**src/rtl/risc_datapath_if.sv**
```systemverilog
// Shared opcode type and the controller/memory-facing bus of the VeriRISC datapath.
// The master modport is the controller/memory side; the slave modport is the datapath.
package typedefs;
    typedef enum logic [2:0] {
        HLT = 3'd0,
        SKZ = 3'd1,
        ADD = 3'd2,
        AND = 3'd3,
        XOR = 3'd4,
        LDA = 3'd5,
        STO = 3'd6,
        JMP = 3'd7
    } opcode_t;
endpackage

interface risc_datapath_if #(
    parameter int DWIDTH = 8,
    parameter int AWIDTH = 5
);
    import typedefs::*;

    logic              fetch;
    logic              load_ir;
    logic              load_ac;
    logic              load_pc;
    logic              inc_pc;
    logic              halt;
    logic [DWIDTH-1:0] mem_rdata;
    logic [AWIDTH-1:0] mem_addr;
    logic [DWIDTH-1:0] mem_wdata;
    opcode_t           opcode;
    logic              zero;
    logic [AWIDTH-1:0] pc_out;
    logic              halted;

    modport master (
        output fetch, load_ir, load_ac, load_pc, inc_pc, halt, mem_rdata,
        input  mem_addr, mem_wdata, opcode, zero, pc_out, halted
    );

    modport slave (
        input  fetch, load_ir, load_ac, load_pc, inc_pc, halt, mem_rdata,
        output mem_addr, mem_wdata, opcode, zero, pc_out, halted
    );
endinterface

```
**src/rtl/risc_datapath.sv**
```systemverilog
// VeriRISC datapath: IR, PC, accumulator and ALU driven by controller strobes.
// State updates take 1 clk; opcode/zero/mem_addr are combinational from state; no backpressure.
module risc_datapath
    import typedefs::*;
#(
    parameter int DWIDTH = 8,
    parameter int AWIDTH = 5
) (
    input logic             clk,
    input logic             reset,
    risc_datapath_if.slave  bus
);

    logic [DWIDTH-1:0] ir;
    logic [DWIDTH-1:0] ac;
    logic [AWIDTH-1:0] pc;
    logic              halted;
    logic [DWIDTH-1:0] alu_out;
    opcode_t           opcode;

    assign opcode = opcode_t'(ir[DWIDTH-1 -: 3]);

    // ALU is steered by the registered opcode, so a same-cycle load_ir sees the old instruction.
    always_comb begin
        alu_out = ac;
        case (opcode)
            ADD:     alu_out = ac + bus.mem_rdata;
            AND:     alu_out = ac & bus.mem_rdata;
            XOR:     alu_out = ac ^ bus.mem_rdata;
            LDA:     alu_out = bus.mem_rdata;
            default: alu_out = ac;
        endcase
    end

    always_ff @(posedge clk) begin
        if (reset) begin
            ir     <= '0;
            ac     <= '0;
            pc     <= '0;
            halted <= 1'b0;
        end else begin
            if (bus.halt)
                halted <= 1'b1;
            // Blocking keys off the registered flag, so a strobe coincident with halt still lands.
            if (!halted) begin
                if (bus.load_ir)
                    ir <= bus.mem_rdata;
                if (bus.load_ac)
                    ac <= alu_out;
                if (bus.load_pc)
                    pc <= ir[AWIDTH-1:0];
                else if (bus.inc_pc)
                    pc <= pc + AWIDTH'(1);
            end
        end
    end

    assign bus.opcode    = opcode;
    assign bus.zero      = (ac == '0);
    assign bus.mem_addr  = bus.fetch ? pc : ir[AWIDTH-1:0];
    assign bus.mem_wdata = ac;
    assign bus.pc_out    = pc;
    assign bus.halted    = halted;

endmodule

```
**src/flat_wrapper.sv**
```systemverilog
// flat-port wrapper written by rule: the top's interface ports become plain ports
module risc_datapath_flat import typedefs::*;
#(
    parameter int DWIDTH = 8,
    parameter int AWIDTH = 5
)
  (clk, reset, bus_fetch, bus_load_ir, bus_load_ac, bus_load_pc, bus_inc_pc, bus_halt, bus_mem_rdata, bus_mem_addr, bus_mem_wdata, bus_opcode, bus_zero, bus_pc_out, bus_halted);
  risc_datapath_if #(.DWIDTH(DWIDTH), .AWIDTH(AWIDTH)) bus_i ();
  input logic clk;
  input logic reset;
  input wire logic [$bits(bus_i.fetch)-1:0] bus_fetch;
  input wire logic [$bits(bus_i.load_ir)-1:0] bus_load_ir;
  input wire logic [$bits(bus_i.load_ac)-1:0] bus_load_ac;
  input wire logic [$bits(bus_i.load_pc)-1:0] bus_load_pc;
  input wire logic [$bits(bus_i.inc_pc)-1:0] bus_inc_pc;
  input wire logic [$bits(bus_i.halt)-1:0] bus_halt;
  input wire logic [$bits(bus_i.mem_rdata)-1:0] bus_mem_rdata;
  output wire logic [$bits(bus_i.mem_addr)-1:0] bus_mem_addr;
  output wire logic [$bits(bus_i.mem_wdata)-1:0] bus_mem_wdata;
  output wire logic [$bits(bus_i.opcode)-1:0] bus_opcode;
  output wire logic [$bits(bus_i.zero)-1:0] bus_zero;
  output wire logic [$bits(bus_i.pc_out)-1:0] bus_pc_out;
  output wire logic [$bits(bus_i.halted)-1:0] bus_halted;
  assign bus_i.fetch = bus_fetch;
  assign bus_i.load_ir = bus_load_ir;
  assign bus_i.load_ac = bus_load_ac;
  assign bus_i.load_pc = bus_load_pc;
  assign bus_i.inc_pc = bus_inc_pc;
  assign bus_i.halt = bus_halt;
  assign bus_i.mem_rdata = bus_mem_rdata;
  assign bus_mem_addr = bus_i.mem_addr;
  assign bus_mem_wdata = bus_i.mem_wdata;
  assign bus_opcode = bus_i.opcode;
  assign bus_zero = bus_i.zero;
  assign bus_pc_out = bus_i.pc_out;
  assign bus_halted = bus_i.halted;
  risc_datapath #(.DWIDTH(DWIDTH), .AWIDTH(AWIDTH)) u_core (.clk(clk), .reset(reset), .bus(bus_i));
endmodule
```
**config.mk**
```make
export PLATFORM = sky130hd
export DESIGN_NAME = risc_datapath_flat
export DESIGN_NICKNAME = d
export VERILOG_FILES = /design/src/rtl/risc_datapath_if.sv /design/src/rtl/risc_datapath.sv /design/src/flat_wrapper.sv
export SDC_FILE = /design/constraint.sdc
export NUM_CORES = 1
export LEC_CHECK = 0
export ABC_CLOCK_PERIOD_IN_PS = 3100
export CAP_MARGIN = 20
export CORE_ASPECT_RATIO = 0.75
export CORE_UTILIZATION = 49
export DETAILED_ROUTE_END_ITERATION = 6
export PLACE_DENSITY = 0.78
export SYNTH_ARGS = -nofsm -noshare
export SYNTH_HDL_FRONTEND = slang
export SYNTH_SLANG_ARGS = --single-unit
```
**constraint.sdc**
```tcl
create_clock -name clk -period 3.1 [get_ports clk]
set_input_delay 0.775 -clock clk [delete_from_list [all_inputs] [get_ports clk]]
set_output_delay 0.775 -clock clk [all_outputs]
set_load 0.02 [all_outputs]
```
==> impl_results.md <==
- Arrival @ worst endpoint: 2.27 ns
- Final setup violation count: 0
- Pwr per Cell Area: 376 nW/µm²
- Avg Cell Area, Syn: 8.49 µm²
- Global-route wire length before repair: 6800 µm
- Fin cells: 256
- YS warnings: 0
- Max_cap viols: 0
- Hold Vio Cnt, Final: 0
- Most used cell along the critical path: clkdlybuf4s50_1
- Fill count: 250
- Slew margin rel.: 59.3%
- Detailed Place HPWL: 3210 µm
- Worst r2r path cells: 6
- FF/Latch Area: 440 µm²
- Fmax: 328 MHz
- Setup TNS: 0 ns
- Final setup margin: 0.0520 ns
- I/O Buffers: 38
- Syn nets: 211
- CTS Hold Bufs: 0
- Slew Viols, Final: 0
- Worst slew pin tran: 0.609 ns
- H-tree Lvls: 1
- Commonest non-fill, non-tap cells in the layout: clkdlybuf4s50_1 (38), nor2_1 (22), dfxtp_1 (22)
- Initial Utilization: 52.4%
- Req. time, crit path: 2.32 ns
- Reg-to-reg startpoint: u_core.bus.mem_wdata[0]
- Synth Cell Area: 1570 µm²
- Post-synth top flop: dfxtp_1
- Layout cells sized above 1: 5.96%
- Proportion of synthesized chip area in sequential cells: 28.0%
- Area share of the largest cell type after synthesis: 28.0%
- Seq cells post-synth: 22
- Critical Path Slowest Stage Cell: clkdlybuf4s50_1
- Ant diodes: 0
- WL final: 4190 µm
- R2r setup slk: 0.95 ns
- CP bufs+invs: 2
- IO Pins: 39
- Commonest non-fill, non-tap cell in the layout: clkdlybuf4s50_1
- Total chip power: 753 µW
- Die extent in x: 67.4 µm
- P_leak: 0.760 nW
- DRC: 0
- Crit start category: input port
- Largest cells by area after synthesis: dfxtp_1 (28%), mux2i_1 (9.6%), ha_1 (7.2%)
- Post-CTS Setup Bufs: 0
- Hold Path Stages: 2
- Inst Count DP: 253
- Area leader, netlist: dfxtp_1
- Endpoint, Worst Hold: u_core.bus.mem_wdata[0]
- Synth cell types: 50
- Family with the most delay on the worst path: buffers and inverters
- Final antenna-violating net count: 0
- Die ar.: 3440 µm²
- First-pass DRT Iterations: 4
- Hold Worst Slack: 0.513 ns
- Antenna violations before repair: 0
- EDFF count, synth: 0
- RSZ-0062 raised after global routing: no
- Clk Latency, worst-skew pair: 0.27 ns
- Placed cell areas: 1960 µm²
- Total Routing Usage GR: 26.7%
- # nets final: 246
- Min-delay src: u_core.bus.mem_wdata[0]
- Async SR Flop Fraction: 0%
- Routed len/inst: 16.4 µm
- Die height: 51.0 µm
- Root Driver: clkbuf_8
- Place WS: 0.0576 ns
- Largest net degree at the start of global routing: 16
- CP Capture Type: output port
- Post-CTS sizing: 0
- Maximum clock path buffer count: 2
- Worst hold path type: reg -> reg
- Layout Utilization: 66.7%
- Final instance area: 2000 µm²
- Clk pin slew, worst setup/hold paths: 0.08 ns
- Vias in the first global route: 1438
- Layout area overhead: 27.4%
- Total clock buffers created by CTS: 3
- Tmin final: 3.05 ns
- Tcrit/Tclk final: 98.3%
- Rows: 17
- Routability cong.: 0.886
- CTS sink count: 22
- Crit path largest cell delay: 0.59 ns
- Synth Instances: 185
- Worst path cell trace: clkdlybuf4s50_1 > mux2_2 > clkdlybuf4s50_1
- Total global routing overflow: 0
- Type of the worst setup path: in -> out
- CTS tree: built
- CP Depth: 3
- Worst-path fanout max: 5
- Layout Skew: 0.0131 ns
- DRT iter0 DRCs: 105
- Via-to-Cell Ratio: 6.11
- Outcome: finished clean
- Via Count: 1563
- Core area: 3000 µm²
- Multi-input logic area: 1050 µm²
- Max IR drop VDD: 239 µV
- Reg-to-reg endpoint: u_core.bus.mem_wdata[6]
## flip-flops by register name, indices dropped and copies added, names as in the netlist
name / count
u_core.bus.halted: 1
u_core.bus.mem_wdata: 8
u_core.bus.pc_out: 5
u_core.ir: 8
## report_power, final
part           internal (mW)  total, mW  leakage [nW]  switching (mW)
Combinational          0.122      0.252         0.559           0.130
Sequential             0.300      0.322         0.180          0.0221
Clock                 0.0868      0.178        0.0216          0.0916
Total                  0.509      0.753         0.760           0.244
## how the worst max path moves through the flow
| stage | from | slack, ns | to |
|---|---|---|---|
| 3_3_place_gp | bus_fetch | 0.08 | bus_mem_addr[2] |
| 2_1_floorplan | bus_mem_rdata[0] | 0.68 | u_core.bus.mem_wdata[6] |
| 3_5_place_dp | bus_fetch | 0.06 | bus_mem_addr[1] |
| 4_1_cts | bus_fetch | 0.05 | bus_mem_addr[1] |
| 6_report | bus_fetch | 0.05 | bus_mem_addr[1] |
| 5_1_grt | bus_fetch | 0.03 | bus_mem_addr[1] |
## Yosys cell counts (2+ instances only)
library cell	number
dfxtp_1	22
nor2_1	22
mux2i_1	15
nand2_1	10
a21oi_1	9
ha_1	9
o21ai_0	6
a22oi_1	5
inv_1	5
mux2_2	5
a31oi_1	4
buf_2	4
buf_4	4
nand2b_1	4
nand3_1	4
o2bb2ai_1	4
a211o_1	3
a211oi_1	3
nor2b_1	3
o211ai_1	3
a21o_1	2
clkbuf_1	2
nand4_1	2
nor3_1	2
o21a_1	2
o21bai_1	2
o221ai_1	2
o31ai_1	2
or4_1	2
xnor2_1	2
xor2_1	2
## logic make-up (layout without fill, tap and decap cells)
kind of cell | Yosys count | after routing | share of synthesized area, %
flops | 22 | 22 | 28.0
simple gates | 57 | 57 | 17.8
mux | 20 | 20 | 13.1
xor+xnor | 4 | 4 | 2.23
buf+inv | 16 | 49 | 5.10
fa+ha+maj | 10 | 10 | 8.45
compound gates | 56 | 56 | 25.2
## worst register-to-register path, delay by kind of cell, from the launching register on
| kind | cells | cell delay, ns |
|---|---|---|
| AO/OA/AOI/OAI | 3 | 0.79 |
| AND/OR/NAND/NOR | 1 | 0.24 |
| flip-flops | 1 | 0.35 |
| adder cells (fa/ha/maj) | 2 | 0.70 |
## area by class of cell
type,instances,share of cell area [%]
Tap cell,38,2.38
Timing Repair Buffer,41,20.1
Inverter,5,0.938
Sequential cell,22,22.0
Clock buffer,3,2.06
Multi-Input combinational cell,147,52.5
## metal layers
metal | track usage [%] | up-vias | wire, µm
met4 | 7.09 | 0 | 63
met1 | 36.1 | 733 | 2000
li1 | - | 760 | -
met2 | 40.7 | 61 | 1790
met5 | 0 | - | 0
met3 | 8.26 | 9 | 334
(Power assumes the default switching activity.)
